==> config.mk <==
export PLATFORM = sky130hd
export DESIGN_NAME = sprite_scan_ctrl
export DESIGN_NICKNAME = d
export VERILOG_FILES = /design/src/rtl/sprite_scan_ctrl_pkg.sv /design/src/rtl/sprite_scan_ctrl.sv
export SDC_FILE = /design/constraint.sdc
export NUM_CORES = 1
export LEC_CHECK = 0
export BUFFER_PORTS_ARGS = -buffer_cell sky130_fd_sc_hd__buf_2
export CORE_UTILIZATION = 57
export DETAILED_ROUTE_END_ITERATION = 10
export HOLD_SLACK_MARGIN = 0.06
export MAX_ROUTING_LAYER = met4
export PLACE_DENSITY = 0.83
export RECOVER_POWER = 25
export SYNTH_ARGS = -nofsm -noshare
export SYNTH_HDL_FRONTEND = slang
export SYNTH_SLANG_ARGS = --single-unit
==> constraint.sdc <==
create_clock -name clk -period 3.1 [get_ports clk]
set_clock_uncertainty 0.2 [all_clocks]
set_input_delay 0.155 -clock clk [delete_from_list [all_inputs] [get_ports clk]]
set_output_delay 0.155 -clock clk [all_outputs]
set_load 0.05 [all_outputs]
==> src/rtl/sprite_scan_ctrl_pkg.sv <==
// rtl/sprite_scan_ctrl_pkg.sv - shared scan states, sprite RAM field codes and address helper
package sprite_scan_ctrl_pkg;

    // Scan sequence: one ce_6m tick per fetch/latch state
    typedef enum logic [2:0] {
        ST_IDLE,
        ST_FX,
        ST_FY,
        ST_FT,
        ST_LD,
        ST_DONE
    } scan_state_e;

    // Sprite RAM word fields within one sprite entry (field 3 is never scanned)
    localparam logic [1:0] FLD_X = 2'd0;  // X position / palette
    localparam logic [1:0] FLD_Y = 2'd1;  // Y position / line
    localparam logic [1:0] FLD_T = 2'd2;  // tile / flip

    function automatic logic [7:0] scan_addr(input logic [5:0] idx, input logic [1:0] fld);
        return {idx, fld};
    endfunction

endpackage

==> src/rtl/sprite_scan_ctrl.sv <==
// rtl/sprite_scan_ctrl.sv - per-line sprite RAM scan sequencer with inline 68k access arbitration
//
// Ports:
//   clk, reset          system clock, asynchronous active-high reset
//   ce_6m               pixel-rate enable; scan state advances only on these ticks
//   line_start          one-clk pulse at start of horizontal blank
//   cpu_req/we/addr     68k sprite RAM request (held until cpu_ack)
//   spr_addr, wren      sprite RAM address / write enable
//   load                sprite latch strobe, high for the LD tick
//   buf_sel             line buffer ping-pong select, toggles per line_start
//   cpu_ack             one-clk pulse the clk after a granted access
//   busy                high while a line scan is running
module sprite_scan_ctrl
    import sprite_scan_ctrl_pkg::*;
#(
    parameter int NUM_SPR = 64
) (
    input  logic       clk,
    input  logic       reset,
    input  logic       ce_6m,
    input  logic       line_start,
    input  logic       cpu_req,
    input  logic       cpu_we,
    input  logic [7:0] cpu_addr,
    output logic [7:0] spr_addr,
    output logic       wren,
    output logic       load,
    output logic       buf_sel,
    output logic       cpu_ack,
    output logic       busy
);

    localparam logic [5:0] LAST_IDX = 6'(NUM_SPR - 1);

    scan_state_e state_q, state_d;
    logic [5:0]  idx_q, idx_d;
    logic [7:0]  spr_addr_q, spr_addr_d;
    logic        wren_q, wren_d;
    logic        load_q, load_d;
    logic        buf_sel_q, buf_sel_d;
    logic        cpu_ack_q, cpu_ack_d;
    logic        busy_q, busy_d;
    logic        gnt_q, gnt_d;      // CPU access presented to RAM this clk
    logic        pend_q, pend_d;    // line_start seen, waiting for the next ce_6m tick
    logic        armed_q, armed_d;  // cpu_req has been low since the last grant

    logic start_go;
    logic scan_idle;
    logic grant;

    always_comb begin
        start_go  = (line_start | pend_q) & ce_6m;
        scan_idle = (state_q == ST_IDLE) || (state_q == ST_DONE);
        // A grant never shares an edge with scan start, so spr_addr has one owner per clk
        grant     = cpu_req & armed_q & scan_idle & ~start_go;

        state_d    = state_q;
        idx_d      = idx_q;
        spr_addr_d = spr_addr_q;
        wren_d     = 1'b0;
        cpu_ack_d  = gnt_q;
        gnt_d      = grant;
        buf_sel_d  = buf_sel_q ^ line_start;
        pend_d     = (line_start | pend_q) & ~ce_6m;
        armed_d    = grant ? 1'b0 : (armed_q | ~cpu_req);

        if (start_go) begin
            // New line (or abort of a running one): restart at sprite 0
            state_d = ST_FX;
            idx_d   = 6'd0;
        end else if (ce_6m) begin
            unique case (state_q)
                ST_FX:   state_d = ST_FY;
                ST_FY:   state_d = ST_FT;
                ST_FT:   state_d = ST_LD;
                ST_LD: begin
                    if (idx_q == LAST_IDX) begin
                        state_d = ST_DONE;
                    end else begin
                        state_d = ST_FX;
                        idx_d   = idx_q + 6'd1;
                    end
                end
                default: state_d = state_q;
            endcase
        end

        unique case (state_d)
            ST_FX:   spr_addr_d = scan_addr(idx_d, FLD_X);
            ST_FY:   spr_addr_d = scan_addr(idx_d, FLD_Y);
            ST_FT:   spr_addr_d = scan_addr(idx_d, FLD_T);
            default: spr_addr_d = spr_addr_q;
        endcase

        if (grant) begin
            spr_addr_d = cpu_addr;
            wren_d     = cpu_we;
        end

        load_d = (state_d == ST_LD);
        busy_d = (state_d == ST_FX) || (state_d == ST_FY) ||
                 (state_d == ST_FT) || (state_d == ST_LD);
    end

    always_ff @(posedge clk or posedge reset) begin
        if (reset) begin
            state_q    <= ST_IDLE;
            idx_q      <= 6'd0;
            spr_addr_q <= 8'd0;
            wren_q     <= 1'b0;
            load_q     <= 1'b0;
            buf_sel_q  <= 1'b0;
            cpu_ack_q  <= 1'b0;
            busy_q     <= 1'b0;
            gnt_q      <= 1'b0;
            pend_q     <= 1'b0;
            armed_q    <= 1'b1;
        end else begin
            state_q    <= state_d;
            idx_q      <= idx_d;
            spr_addr_q <= spr_addr_d;
            wren_q     <= wren_d;
            load_q     <= load_d;
            buf_sel_q  <= buf_sel_d;
            cpu_ack_q  <= cpu_ack_d;
            busy_q     <= busy_d;
            gnt_q      <= gnt_d;
            pend_q     <= pend_d;
            armed_q    <= armed_d;
        end
    end

    assign spr_addr = spr_addr_q;
    assign wren     = wren_q;
    assign load     = load_q;
    assign buf_sel  = buf_sel_q;
    assign cpu_ack  = cpu_ack_q;
    assign busy     = busy_q;

endmodule

## Word level (Yosys, flattened, before mapping)

Index checks and enable logic that the tools add are counted.

- Add/subtract/negate cells: 1
- Multiplexer cells: 12
- Equality and inequality tests: 10
- Reductions and logical operators: 6
- Bitwise operators: 11

Operators by type and width:

| cell | count |
|---|---|
| 2-to-1 mux 6 bit | 4 |
| case mux 8 bit (3 select lines) | 1 |
| equality test 3 x 2 -> 1 bit, second input constant | 4 |
| case mux 3 bit (4 select lines) | 1 |
| equality test 3 bit, second input constant | 3 |
| 2-to-1 mux 3 bit | 3 |
| 2-to-1 mux 8 bit | 1 |
| adder 6 x 1 -> 6 bit, second input constant | 1 |
| equality test 3 x 1 -> 1 bit, second input constant | 2 |
| equality test 6 bit, second input constant | 1 |
| AND 1 bit | 5 |
| logical OR 1 bit | 4 |
| nonzero test 4 bit | 1 |
| logical NOT 3 bit | 1 |
| inverter 1 bit | 3 |
| 2-to-1 mux 1 bit | 2 |
| OR 1 bit | 2 |
| bitwise XOR 1 bit | 1 |

- Register bits: 25
- Bits of input ports: 14
- Word-level logic and storage cells: 51
- Output and inout port bits: 13

## Longest topological paths before layout

Gate-level depths: netlist of run 1.

- Depth after elaboration: 9
- Depth in mapped cells: 7

## Worst setup path before layout of run 1

Ideal clock, no wire load.

- Kind: register to register
- From: register state_q[0]
- To: register spr_addr_q[7], in the netlist spr_addr[7]
- Period minus slack after synthesis: 1.933 ns
- Cell stages (with the launch flop): 7
- Data arrival time: 1.607 ns
- Required time: 2.774 ns
- Setup slack: 1.167 ns
- Cell sequence: dfrtp_1 buf_6 nor4bb_4 buf_6 nand3_1 o311a_1 a221o_1

- Longest elaborated chain between the ends: 6
- Elaborated cells on any way between the ends: 21

Ends and longest elaborated chain:

| item | line | source |
|---|---|---|
| start, declared | sprite_scan_ctrl.sv:35 | `scan_state_e state_q, state_d;` |
| start signal, assigned | sprite_scan_ctrl.sv:119 | `state_q <= state_d;` |
| equality test 3 bit | sprite_scan_ctrl.sv:72 | `unique case (state_q)` |
| 2-to-1 mux 6 bit | sprite_scan_ctrl.sv:72 |  |
| 2-to-1 mux 6 bit | sprite_scan_ctrl.sv:71 | `end else if (ce_6m) begin` |
| 2-to-1 mux 6 bit | sprite_scan_ctrl.sv:67 | `if (start_go) begin` |
| named net idx_d[5] | sprite_scan_ctrl.sv:36 | `logic [5:0] idx_q, idx_d;` |
| case mux 8 bit (3 select lines) | sprite_scan_ctrl.sv:88 | `unique case (state_d)` |
| 2-to-1 mux 8 bit | sprite_scan_ctrl.sv:95 | `if (grant) begin` |
| end signal, assigned | sprite_scan_ctrl.sv:121 | `spr_addr_q <= spr_addr_d;` |
| end, declared | sprite_scan_ctrl.sv:37 | `logic [7:0] spr_addr_q, spr_addr_d;` |

The timed path passes the listed nets, and every way through them passes these cells. The select of a mux whose other input is x is not followed.
A chain may end at the register's enable or synchronous reset.

## Final worst setup path of run 1

- From: input port line_start
- To: register spr_addr_q[4], in the netlist spr_addr[4]

- Longest elaborated chain between the ends: 5
- Elaborated cells on any way between the ends: 12

Ends and longest elaborated chain:

| item | line | source |
|---|---|---|
| start, declared | sprite_scan_ctrl.sv:21 | `input logic line_start,` |
| OR 1 bit (*) | sprite_scan_ctrl.sv:52 | `start_go = (line_start \| pend_q) & ce_6m;` |
| AND 1 bit (*) | sprite_scan_ctrl.sv:52 |  |
| 2-to-1 mux 3 bit, or another cell as far along | sprite_scan_ctrl.sv:67 |  |
| equality test 3 x 1 -> 1 bit, or another cell as far along | sprite_scan_ctrl.sv:88 |  |
| nonzero test 4 bit (no source line) or 2-to-1 mux 8 bit (tied branches) | -- |  |

Every way passes the cells marked *; elsewhere a longest branch is shown, timed or not. The select of a mux whose other input is x is not followed.

==> qor.csv, run 1 <==
stage,metric,value,unit
grt,grt_pass1_vias,978,
synth,synth-xor-area-share,0.0136,
worst_setup_path,setup.worst_path.end,spr_addr[4]$_DFFE_PP0P_,
synth,synth_top_area_frac,0.465,
clock_tree,cts_buffers,3,
sta,setup_violations,0,
worst_setup_path,worst_setup_path_start_kind,primary input,
flow_run,cap_viol_max_count,0,
final_layout,fill_cells,159,
grt,grt.overflow.total,0,
floorplanning,initial_core_util,0.632,
sta,post-route-period-util,0.742,
clock_tree,cts_root_buf,clkbuf_4,
final_layout,final_area,0.00155,mm^2
synth,synth_edf_count,0,
pwr,vdd_drop_max,0.000372,V
synth,syn_area,0.00129,mm^2
floorplanning,rows,16,
synth,synth_ff_type,dfrtp_1,
floorplanning,ios,27,
synth,ys_seq_elements,25,
status,status,"complete, no violations",
final_layout,drive_gt1_frac,0.146,
floorplanning,die_w,49.6,um
pwr,p_per_area,527,mW/mm^2
sta,clock.fmax,0.435,GHz
synth,synth_compound_area_frac,0.172,
worst_setup_path,reg2reg_slack,0.88,ns
synth,syn_nets,137,
worst_setup_path,path_depth,7,
grt,grt_pass1_wl,4570,um
floorplanning,dieArea,0.00246,mm^2
route,routedWlPerCell,14.6,um
route,firstDrtPassIters,4,
pwr,switchingPower,315,uW
clock_tree,cts_tree,built,
worst_setup_path,crit_chain,"dlygate4sd3_1, clkbuf_1, o21a_1, or4_4, inv_2, nor3_1, a221o_1",
synth,syn_inst,122,
worst_setup_path,r2r_cells,5,
route,wl,2690,um
pwr,leakage,0.729,nW
worst_setup_path,cp_top_family,buffers and inverters,
synth,synth_mux_area_frac,0.0388,
sta,drv_slew,0,
pwr,pwr-share-comb,0.329,
worst_setup_path,cp_slowest_cell,or4_4,
sta,rsz0062_at_grt,false,
grt,grt_max_degree,26,
pwr,p_clk_frac,0.171,
grt,grtUsageTotal,0.248,
route,remaining_drc_errors,0,
synth,ys_async_sr_fraction,1.00,
worst_setup_path,end_kind,flop,
placed_design,place_congestion,0.860,
clock_tree,htreeDepth,1,
synth,synthTopCellsByCount,"dfrtp_1 (24), nand2_1 (9), and2_1 (7), nor2_1 (7), nor3_1 (6)",
clock_tree,path_clk_slew,0.13,ns
worst_setup_path,arrival,2.30,ns
synth,ys_seq_area_frac,0.485,
final_layout,n_antenna_cell,0,
synth,yosysMostFrequentCell,dfrtp_1,
route,vias,1107,
worst_setup_path,path_max_fanout,13,
sta,setup-tns-final,0,ns
floorplanning,die_h,49.6,um
synth,postSynthAreaPerCell,10.6,um^2
route,antenna_left,0,
sta,whs,0.172,ns
worst_setup_path,r2r-start,state_q[2]$_DFF_PP0_,
worst_setup_path,rr_endpoint,spr_addr[4]$_DFFE_PP0P_,
final_layout,fin_nets,174,
synth,synth_fa_ha_area_frac,0.00969,
worst_setup_path,slowest_delay,0.55,ns
synth,yosys_warnings,0,
final_layout,largest_reg_flops,8,
sta,maxSlewHeadroom,0.381,
sta,worst_slew_pin_slew,0.928,ns
placed_design,place.detailed.hpwl,1830,um
placed_design,post_dp_cell_area,0.00141,mm^2
final_layout,syn_to_final_growth,19.8,%
synth,synthSimpleGateAreaFrac,0.229,
synth,yosys.area.top_type,dfrtp_1,
pwr,p_seq_frac,0.500,
clock_tree,clk_latency,0.30,ns
worst_setup_path,path_buf_inv,3,
worst_setup_path,startpoint,line_start,
synth,synthTopCellsByArea,"dfrtp_1 (47%), a221o_1 (3.9%), mux2i_1 (3.9%)",
grt,grt_antenna_before_repair,0,
route,drt-vias-per-instance,5.98,
sta,min_period,2.30,ns
pwr,sw_frac_of_total,0.386,
sta,hold_viol_final,0,
placed_design,io_buffers,26,
worst_setup_path,crit_type,primary input to flop,
pwr,p_int,500,uW
clock_tree,numClockSinks,25,
clock_tree,post_cts_resized,0,
worst_hold_path,min_from,cpu_ack_d$_DFF_PP0_,
floorplanning,core_area,0.00204,mm^2
clock_tree,post_cts_buffers,0,
clock_tree,clock_path_buffers,2,
route,drt_iter0_markers,42,
worst_setup_path,required,3.10,ns
synth,synth_top_family_by_area,simple AND/OR/NAND/NOR gates,
worst_hold_path,hold_path.class,flop to flop,
synth,synth_cell_types,43,
==> worst reg2reg max path, stage by stage, from the launching register on <==
cell	delay, ns
dfrtp_1	0.54
xor2_1	0.22
or4_4	0.52
inv_2	0.17
nor3_1	0.13
a221o_1	0.34
==> cells by family after synthesis <==
logic type,count (synthesis)
buffers and inverters,12
adder cells (fa/ha/maj),1
XOR/XNOR,2
AO/OA/AOI/OAI,27
AND/OR/NAND/NOR,50
flip-flops,25
multiplexers,5
==> area by class of cell <==
type                            instances  area (um^2)  share of cell area
Sequential cell                        25          627               0.405
Clock buffer                            4         26.3              0.0170
Tap cell                               27         33.8              0.0218
Multi-Input combinational cell         85          597               0.386
Inverter                                5         18.8              0.0121
Timing Repair Buffer                   39          244               0.158
==> worst min path at each step <==
stage                        end  cells past startpoint  slack, ns
4_1_cts        cpu_ack$_DFF_PP0_                      0       0.17
3_3_place_gp   armed_q$_DFF_PP1_                      2       0.11
3_5_place_dp   armed_q$_DFF_PP1_                      2       0.12
5_1_grt        cpu_ack$_DFF_PP0_                      0       0.18
6_report       cpu_ack$_DFF_PP0_                      0       0.17
2_1_floorplan  buf_sel$_DFF_PP0_                      1      -0.02
==> per-layer routing <==
layer | global-route usage | routed length [um]
met4 | 0.0571 | 27
met3 | 0.0494 | 168
met5 | - | 0
met2 | 0.367 | 1250
met1 | 0.353 | 1250
==> repair_timing <==
item	CTS	global route
setup endpoints to repair	0	0
hold buffers	13	0
hold endpoints to repair	41	0
==> power groups by stage <==
| stage | Sequential (mW) | Clock, mW | Combinational [mW] |
|---|---|---|---|
| global route | 0.412 | 0.155 | 0.287 |
| floorplan | 0.495 | 0 | 0.123 |
| finish | 0.407 | 0.139 | 0.268 |
| global placement | 0.409 | 0 | 0.257 |
| CTS | 0.406 | 0.145 | 0.275 |
| detailed placement | 0.412 | 0 | 0.261 |
==> layout by cell type, fill, tap and decap left out, drive strengths merged, types with 2 or more instances in the layout <==
| cell type | netlist | final |
|---|---|---|
| a21oi | 5 | 5 |
| a221o | 5 | 5 |
| and2 | 7 | 7 |
| and3 | 3 | 3 |
| and4 | 3 | 3 |
| buf | 4 | 13 |
| clkbuf | 3 | 17 |
| dfrtp | 24 | 24 |
| dlygate4sd3 | 0 | 13 |
| inv | 5 | 5 |
| mux2i | 5 | 5 |
| nand2 | 9 | 9 |
| nand2b | 2 | 2 |
| nand3 | 2 | 2 |
| nand4 | 2 | 2 |
| nor2 | 7 | 7 |
| nor3 | 6 | 6 |
| o21ai | 3 | 3 |
| or2 | 2 | 2 |
| or3 | 3 | 3 |
| xor2 | 2 | 2 |
==> metrics by stage <==
stage / util / std cells / setup slack, ns / total power, mW
finish: 0.757 / 185 / 0.799 / 0.815
global route: 0.757 / 185 / 0.724 / 0.855
CTS: 0.765 / 185 / 0.842 / 0.826
global placement: 0.689 / 168 / 0.936 / 0.666
detailed placement: 0.689 / 168 / 0.899 / 0.673
floorplan: - / 122 / 1.17 / 0.619
Note: power is estimated with default switching activity, not from simulation.
==> run 2, diff against run 1 <==
--- a/config.mk
+++ b/config.mk
@@ -6,11 +6,11 @@
 export NUM_CORES = 1
 export LEC_CHECK = 0
 export BUFFER_PORTS_ARGS = -buffer_cell sky130_fd_sc_hd__buf_2
-export CORE_UTILIZATION = 57
+export CORE_UTILIZATION = 48
 export DETAILED_ROUTE_END_ITERATION = 10
 export HOLD_SLACK_MARGIN = 0.06
 export MAX_ROUTING_LAYER = met4
-export PLACE_DENSITY = 0.83
+export PLACE_DENSITY = 0.74
 export RECOVER_POWER = 25
 export SYNTH_ARGS = -nofsm -noshare
 export SYNTH_HDL_FRONTEND = slang
==> constraint.sdc (replaced) <==
create_clock -name clk -period 2 [get_ports clk]
set_clock_uncertainty 0.2 [all_clocks]
set_input_delay 0.1 -clock clk [delete_from_list [all_inputs] [get_ports clk]]
set_output_delay 0.1 -clock clk [all_outputs]
set_load 0.05 [all_outputs]
==> run 2 against run 1 <==
- the flow now finishes with violations (setup timing)
- cell area rose by 10%
- total power is 64% higher
- routed wire length grew 8.4%
- utilization shrank 7.6 points
- final cell count is 10% higher
- first-iteration DRC count shrank 19%
- flip-flop and latch count stayed put
- largest power group unchanged
- highest routed layer unchanged
==> qor.csv, run 2 (synthesized netlist as in run 1, its figures left out) <==
stage,metric,value,unit
worst_setup_path,rr_endpoint,spr_addr[7]$_DFFE_PP0P_,
floorplanning,die_w,53.9,um
pwr,leakage,0.861,nW
sta,setup_ws,-0.0152,ns
route,firstDrtPassIters,4,
final_layout,largest_reg_flops,8,
worst_setup_path,worst_setup_path_start_kind,flop,
final_layout,drive_gt1_frac,0.339,
sta,maxSlewHeadroom,0.583,
pwr,vdd_drop_max,0.000607,V
sta,post-route-period-util,1.01,
final_layout,layout.cells.most_common_list,"buf_2 (26), dfrtp_1 (22), buf_4 (15)",
flow_run,cap_viol_max_count,0,
final_layout,fin_nets,190,
placed_design,place.detailed.hpwl,2020,um
placed_design,place_congestion,0.813,
final_layout,fin_util,0.682,
clock_tree,path_clk_slew,0.14,ns
floorplanning,rows,18,
grt,grt_antenna_before_repair,0,
placed_design,dp_cells,186,
worst_setup_path,required,2.01,ns
sta,min_period,2.02,ns
worst_setup_path,startpoint,state_q[0]$_DFF_PP0_,
floorplanning,dieArea,0.00290,mm^2
worst_setup_path,crit_type,flop to flop,
floorplanning,die_h,53.9,um
grt,grt_pass1_wl,4620,um
route,wl,2920,um
route,antenna_left,0,
floorplanning,core_area,0.00250,mm^2
sta,worst_slew_pin_slew,0.620,ns
final_layout,syn_to_final_growth,32.0,%
clock_tree,cts_tree,built,
worst_setup_path,end_kind,flop,
clock_tree,clk_latency,0.32,ns
sta,rsz0062_at_grt,true,
status,violations,setup timing,
worst_setup_path,setup.worst_path.end,spr_addr[7]$_DFFE_PP0P_,
placed_design,dp_slack,-0.00865,ns
status,status,finished with violations,
grt,grt.overflow.total,0,
final_layout,final_cells,204,
sta,whs,0.0700,ns
worst_setup_path,reg2reg_slack,-0.02,ns
sta,drv_slew,0,
sta,setup_violations,5,
worst_setup_path,r2r_cells,4,
sta,hold_viol_final,0,
route,drt_iter0_markers,34,
floorplanning,initial_core_util,0.517,
final_layout,n_antenna_cell,0,
worst_hold_path,hold_path.class,primary input to flop,
grt,grt_pass1_vias,1108,
clock_tree,cts_buffers,3,
final_layout,multi_input_area,614,um^2
clock_tree,numClockSinks,25,
clock_tree,htreeDepth,1,
clock_tree,cts_root_buf,clkbuf_4,
route,remaining_drc_errors,0,
floorplanning,ios,27,
route,vias,1153,
pwr,p_per_area,783,mW/mm^2
final_layout,fill_cells,184,
worst_setup_path,arrival,2.02,ns
route,routedWlPerCell,14.3,um
worst_setup_path,r2r-start,state_q[0]$_DFF_PP0_,
clock_tree,clock_path_buffers,2,
route,drt-vias-per-instance,5.65,
sta,setup-tns-final,-0.0407,ns
final_layout,ff_latch_area,629,um^2
grt,grt_max_degree,26,
grt,grtUsageTotal,0.230,
sta,clock.fmax,0.496,GHz
worst_setup_path,path_max_fanout,6,
placed_design,io_buffers,26,
final_layout,final_common_cell,buf_2,
[run 2: cell types whose count changed in the layout (fill, tap and decap cells not counted), moves of 2 or more]
cell and delta:
buf_2 +13, buf_4 +15, dfrtp_1 -2, dfrtp_2 +2, mux2i_1 -2, mux2i_2 +2
clkbuf_1 -13
[run 2: area by class of cell]
type	instances	area share
well taps	30	0.0220
flip-flops and latches	25	0.369
repair buffers	55	0.222
inverters	5	0.0110
multi-input cells	85	0.361
clock buffers	4	0.0154
[run 2: per-layer routing]
metal,wire length [um],track usage,vias up
met1,1320,0.290,559
met2,1430,0.387,42
met3,147,0.0367,2
li1,-,-,550
met4,15,0.0526,0
met5,0,-,-
[run 2: metrics by stage]
stage	power (mW)	instance area, um^2
6_report	1.33	1700
5_1_grt	1.40	1700
4_1_cts	1.33	1680
3_5_place_dp	1.08	1520
3_3_place_gp	1.07	1520
2_1_floorplan	0.959	1290
[run 2: power by group]
part	switching, mW	leakage [nW]	internal, mW	total (mW)
Clock	0.149	0.0150	0.0779	0.227
Combinational	0.313	0.519	0.179	0.492
Sequential	0.0437	0.327	0.572	0.615
Total	0.505	0.861	0.829	1.33
[run 2: how the worst min path moves through the flow]
stage | cells past startpoint | to | start
after floorplan | 1 | buf_sel$_DFF_PP0_ | reset
after global placement | 3 | cpu_ack_d$_DFF_PP0_ | reset
after detailed placement | 3 | cpu_ack_d$_DFF_PP0_ | reset
after CTS | 4 | idx_q[2]$_DFF_PP0_ | line_start
after global routing | 4 | idx_q[2]$_DFF_PP0_ | line_start
final | 4 | idx_q[2]$_DFF_PP0_ | line_start
[run 2: critical path, cell delays in order (launching register included)]
cell,delay [ns]
dfrtp_2,0.48
nor4bb_4,0.39
a21boi_4,0.38
nor3_2,0.13
a221o_1,0.33
[run 2: what timing repair did]
action / CTS / global route
endpoints found under the hold margin: 43 / 0
pin swaps: 1 / 4
endpoints found under the setup margin: 5 / 7
hold buffers: 13 / 0
gates resized for setup: 2 / 5
buffers inserted: 0 / 1
==> run 3, diff against run 2 <==
--- a/config.mk
+++ b/config.mk
@@ -6,6 +6,7 @@
 export NUM_CORES = 1
 export LEC_CHECK = 0
 export BUFFER_PORTS_ARGS = -buffer_cell sky130_fd_sc_hd__buf_2
+export CORE_ASPECT_RATIO = 1.25
 export CORE_UTILIZATION = 48
 export DETAILED_ROUTE_END_ITERATION = 10
 export HOLD_SLACK_MARGIN = 0.06
==> run 3 against run 2 <==
- the flow now finishes without violations
- sequential power about the same
- utilization decreased by 0.57 points
- via count increased by 0.17%
- clock-buffer cell count unchanged
- first-iteration DRC count increased by 5.9%
- critical path type unchanged
- register-to-register slack improved by 0.08 ns
==> qor.csv, run 3 (synthesized netlist as in run 1, its figures left out) <==
stage,metric,value,unit
pwr,switchingPower,507,uW
worst_setup_path,worst_setup_path_start_kind,flop,
final_layout,layout.cells.most_common_list,"buf_2 (26), dfrtp_1 (22), dlygate4sd3_1 (13)",
floorplanning,dieArea,0.00290,mm^2
route,drt-vias-per-instance,5.66,
final_layout,drive_gt1_frac,0.339,
sta,post-route-period-util,0.965,
worst_setup_path,path_max_fanout,6,
route,antenna_left,0,
placed_design,dp_slack,0.0289,ns
sta,clock.fmax,0.518,GHz
sta,hold_viol_final,0,
pwr,p_clk_frac,0.170,
sta,setup_violations,0,
final_layout,largest_reg_flops,8,
route,wl,2990,um
clock_tree,cts_root_buf,clkbuf_4,
worst_hold_path,hold_depth,4,
placed_design,place_congestion,0.849,
pwr,vdd_drop_max,0.000537,V
final_layout,fin_util,0.676,
sta,rsz0062_at_grt,true,
pwr,leakage,0.844,nW
floorplanning,ios,27,
floorplanning,initial_core_util,0.516,
grt,grt_pass1_vias,1134,
sta,drv_slew,0,
clock_tree,post_cts_buffers,0,
worst_setup_path,end_kind,flop,
placed_design,dp_cells,187,
clock_tree,cts_buffers,3,
worst_setup_path,rr_endpoint,spr_addr[4]$_DFFE_PP0P_,
placed_design,io_buffers,26,
final_layout,final_cells,204,
clock_tree,numClockSinks,25,
floorplanning,die_w,48.4,um
route,routedWlPerCell,14.7,um
floorplanning,core_area,0.00250,mm^2
final_layout,n_antenna_cell,0,
worst_setup_path,r2r_cells,5,
grt,grt_antenna_before_repair,0,
route,firstDrtPassIters,4,
clock_tree,clock_path_buffers,2,
floorplanning,die_h,60.0,um
worst_setup_path,setup.worst_path.end,spr_addr[4]$_DFFE_PP0P_,
grt,grt_max_degree,26,
flow_run,cap_viol_max_count,0,
sta,maxSlewHeadroom,0.598,
sta,worst_slew_pin_slew,0.603,ns
sta,min_period,1.93,ns
status,status,"complete, no violations",
final_layout,final_common_cell,buf_2,
worst_setup_path,reg2reg_slack,0.07,ns
grt,grt.overflow.total,0,
clock_tree,path_clk_slew,0.13,ns
pwr,sw_frac_of_total,0.381,
placed_design,place.detailed.hpwl,1960,um
grt,grtUsageTotal,0.223,
final_layout,syn_to_final_growth,31.0,%
pwr,p_per_area,786,mW/mm^2
worst_setup_path,r2r-start,state_q[0]$_DFF_PP0_,
final_layout,fin_nets,187,
clock_tree,clk_latency,0.31,ns
clock_tree,cts_tree,built,
route,remaining_drc_errors,0,
pwr,p_seq_frac,0.463,
final_layout,fill_cells,196,
sta,setup_ws,0.0695,ns
worst_setup_path,crit_type,flop to flop,
grt,grt_pass1_wl,4840,um
worst_hold_path,hold_path.class,primary input to flop,
route,drt_iter0_markers,36,
worst_setup_path,startpoint,state_q[0]$_DFF_PP0_,
clock_tree,htreeDepth,1,
pwr,pwr-share-comb,0.368,
worst_setup_path,required,2.01,ns
worst_setup_path,arrival,1.94,ns
sta,whs,0.0773,ns
pwr,p_int,823,uW
route,vias,1155,
sta,setup-tns-final,0,ns
floorplanning,rows,20,
run 3: cell count changes in the layout (fill, tap and decap cells not counted):
cell     change
and4_2       +1
mux2i_1      +1
buf_4        -3
o21ai_1      -1
mux2i_2      -1
and4_1       -1
o31ai_1      -1
o31ai_2      +1
o21ai_2      +1
run 3: area by class of cell:
cell class                      count  area, um^2  area share
Clock buffer                        4        26.3      0.0155
Inverter                            5        18.8      0.0111
Multi-Input combinational cell     85         621       0.367
Sequential cell                    25         629       0.372
Tap cell                           33        41.3      0.0244
Timing Repair Buffer               52         355       0.210
run 3: per-stage QoR:
step,total power [mW],cell area (um^2)
after detailed placement,1.08,1510
after global routing,1.39,1690
final,1.33,1690
after global placement,1.07,1510
after CTS,1.32,1670
after floorplan,0.959,1290
run 3: worst min-delay path by stage:
stage / startpoint / end / slack [ns]
after floorplan: reset / buf_sel$_DFF_PP0_ / -0.07
after global placement: reset / wren$_DFF_PP0_ / -0.04
after detailed placement: reset / wren$_DFF_PP0_ / -0.03
after CTS: ce_6m / state_q[1]$_DFF_PP0_ / 0.08
after global routing: line_start / idx_q[5]$_DFF_PP0_ / 0.08
final: line_start / idx_q[5]$_DFF_PP0_ / 0.08
run 3: per-layer routing:
| layer | track usage | up-vias | routed length, um |
|---|---|---|---|
| met2 | 0.412 | 37 | 1610 |
| met3 | 0.0382 | 8 | 107 |
| met1 | 0.251 | 562 | 1230 |
| li1 | - | 548 | - |
| met5 | - | - | 0 |
| met4 | 0.0630 | 0 | 42 |
run 3: power groups by stage:
stage	registers, mW	logic, mW	clock network [mW]
finish	0.616	0.489	0.225
global route	0.622	0.521	0.249
CTS	0.614	0.480	0.226
detailed placement	0.622	0.457	0
global placement	0.621	0.451	0
floorplan	0.768	0.191	0
run 3: what timing repair did:
item	CTS	global route
hold buffers	13	0
pin swaps	0	1
endpoints found under the setup margin	1	7
resized for setup	1	8
endpoints found under the hold margin	44	0
run 3: critical path: stages, from the launching register on:
cell     delay, ns
dfrtp_2       0.49
xor2_1        0.16
or4_4         0.50
inv_2         0.09
nor3_2        0.07
a221o_1       0.32
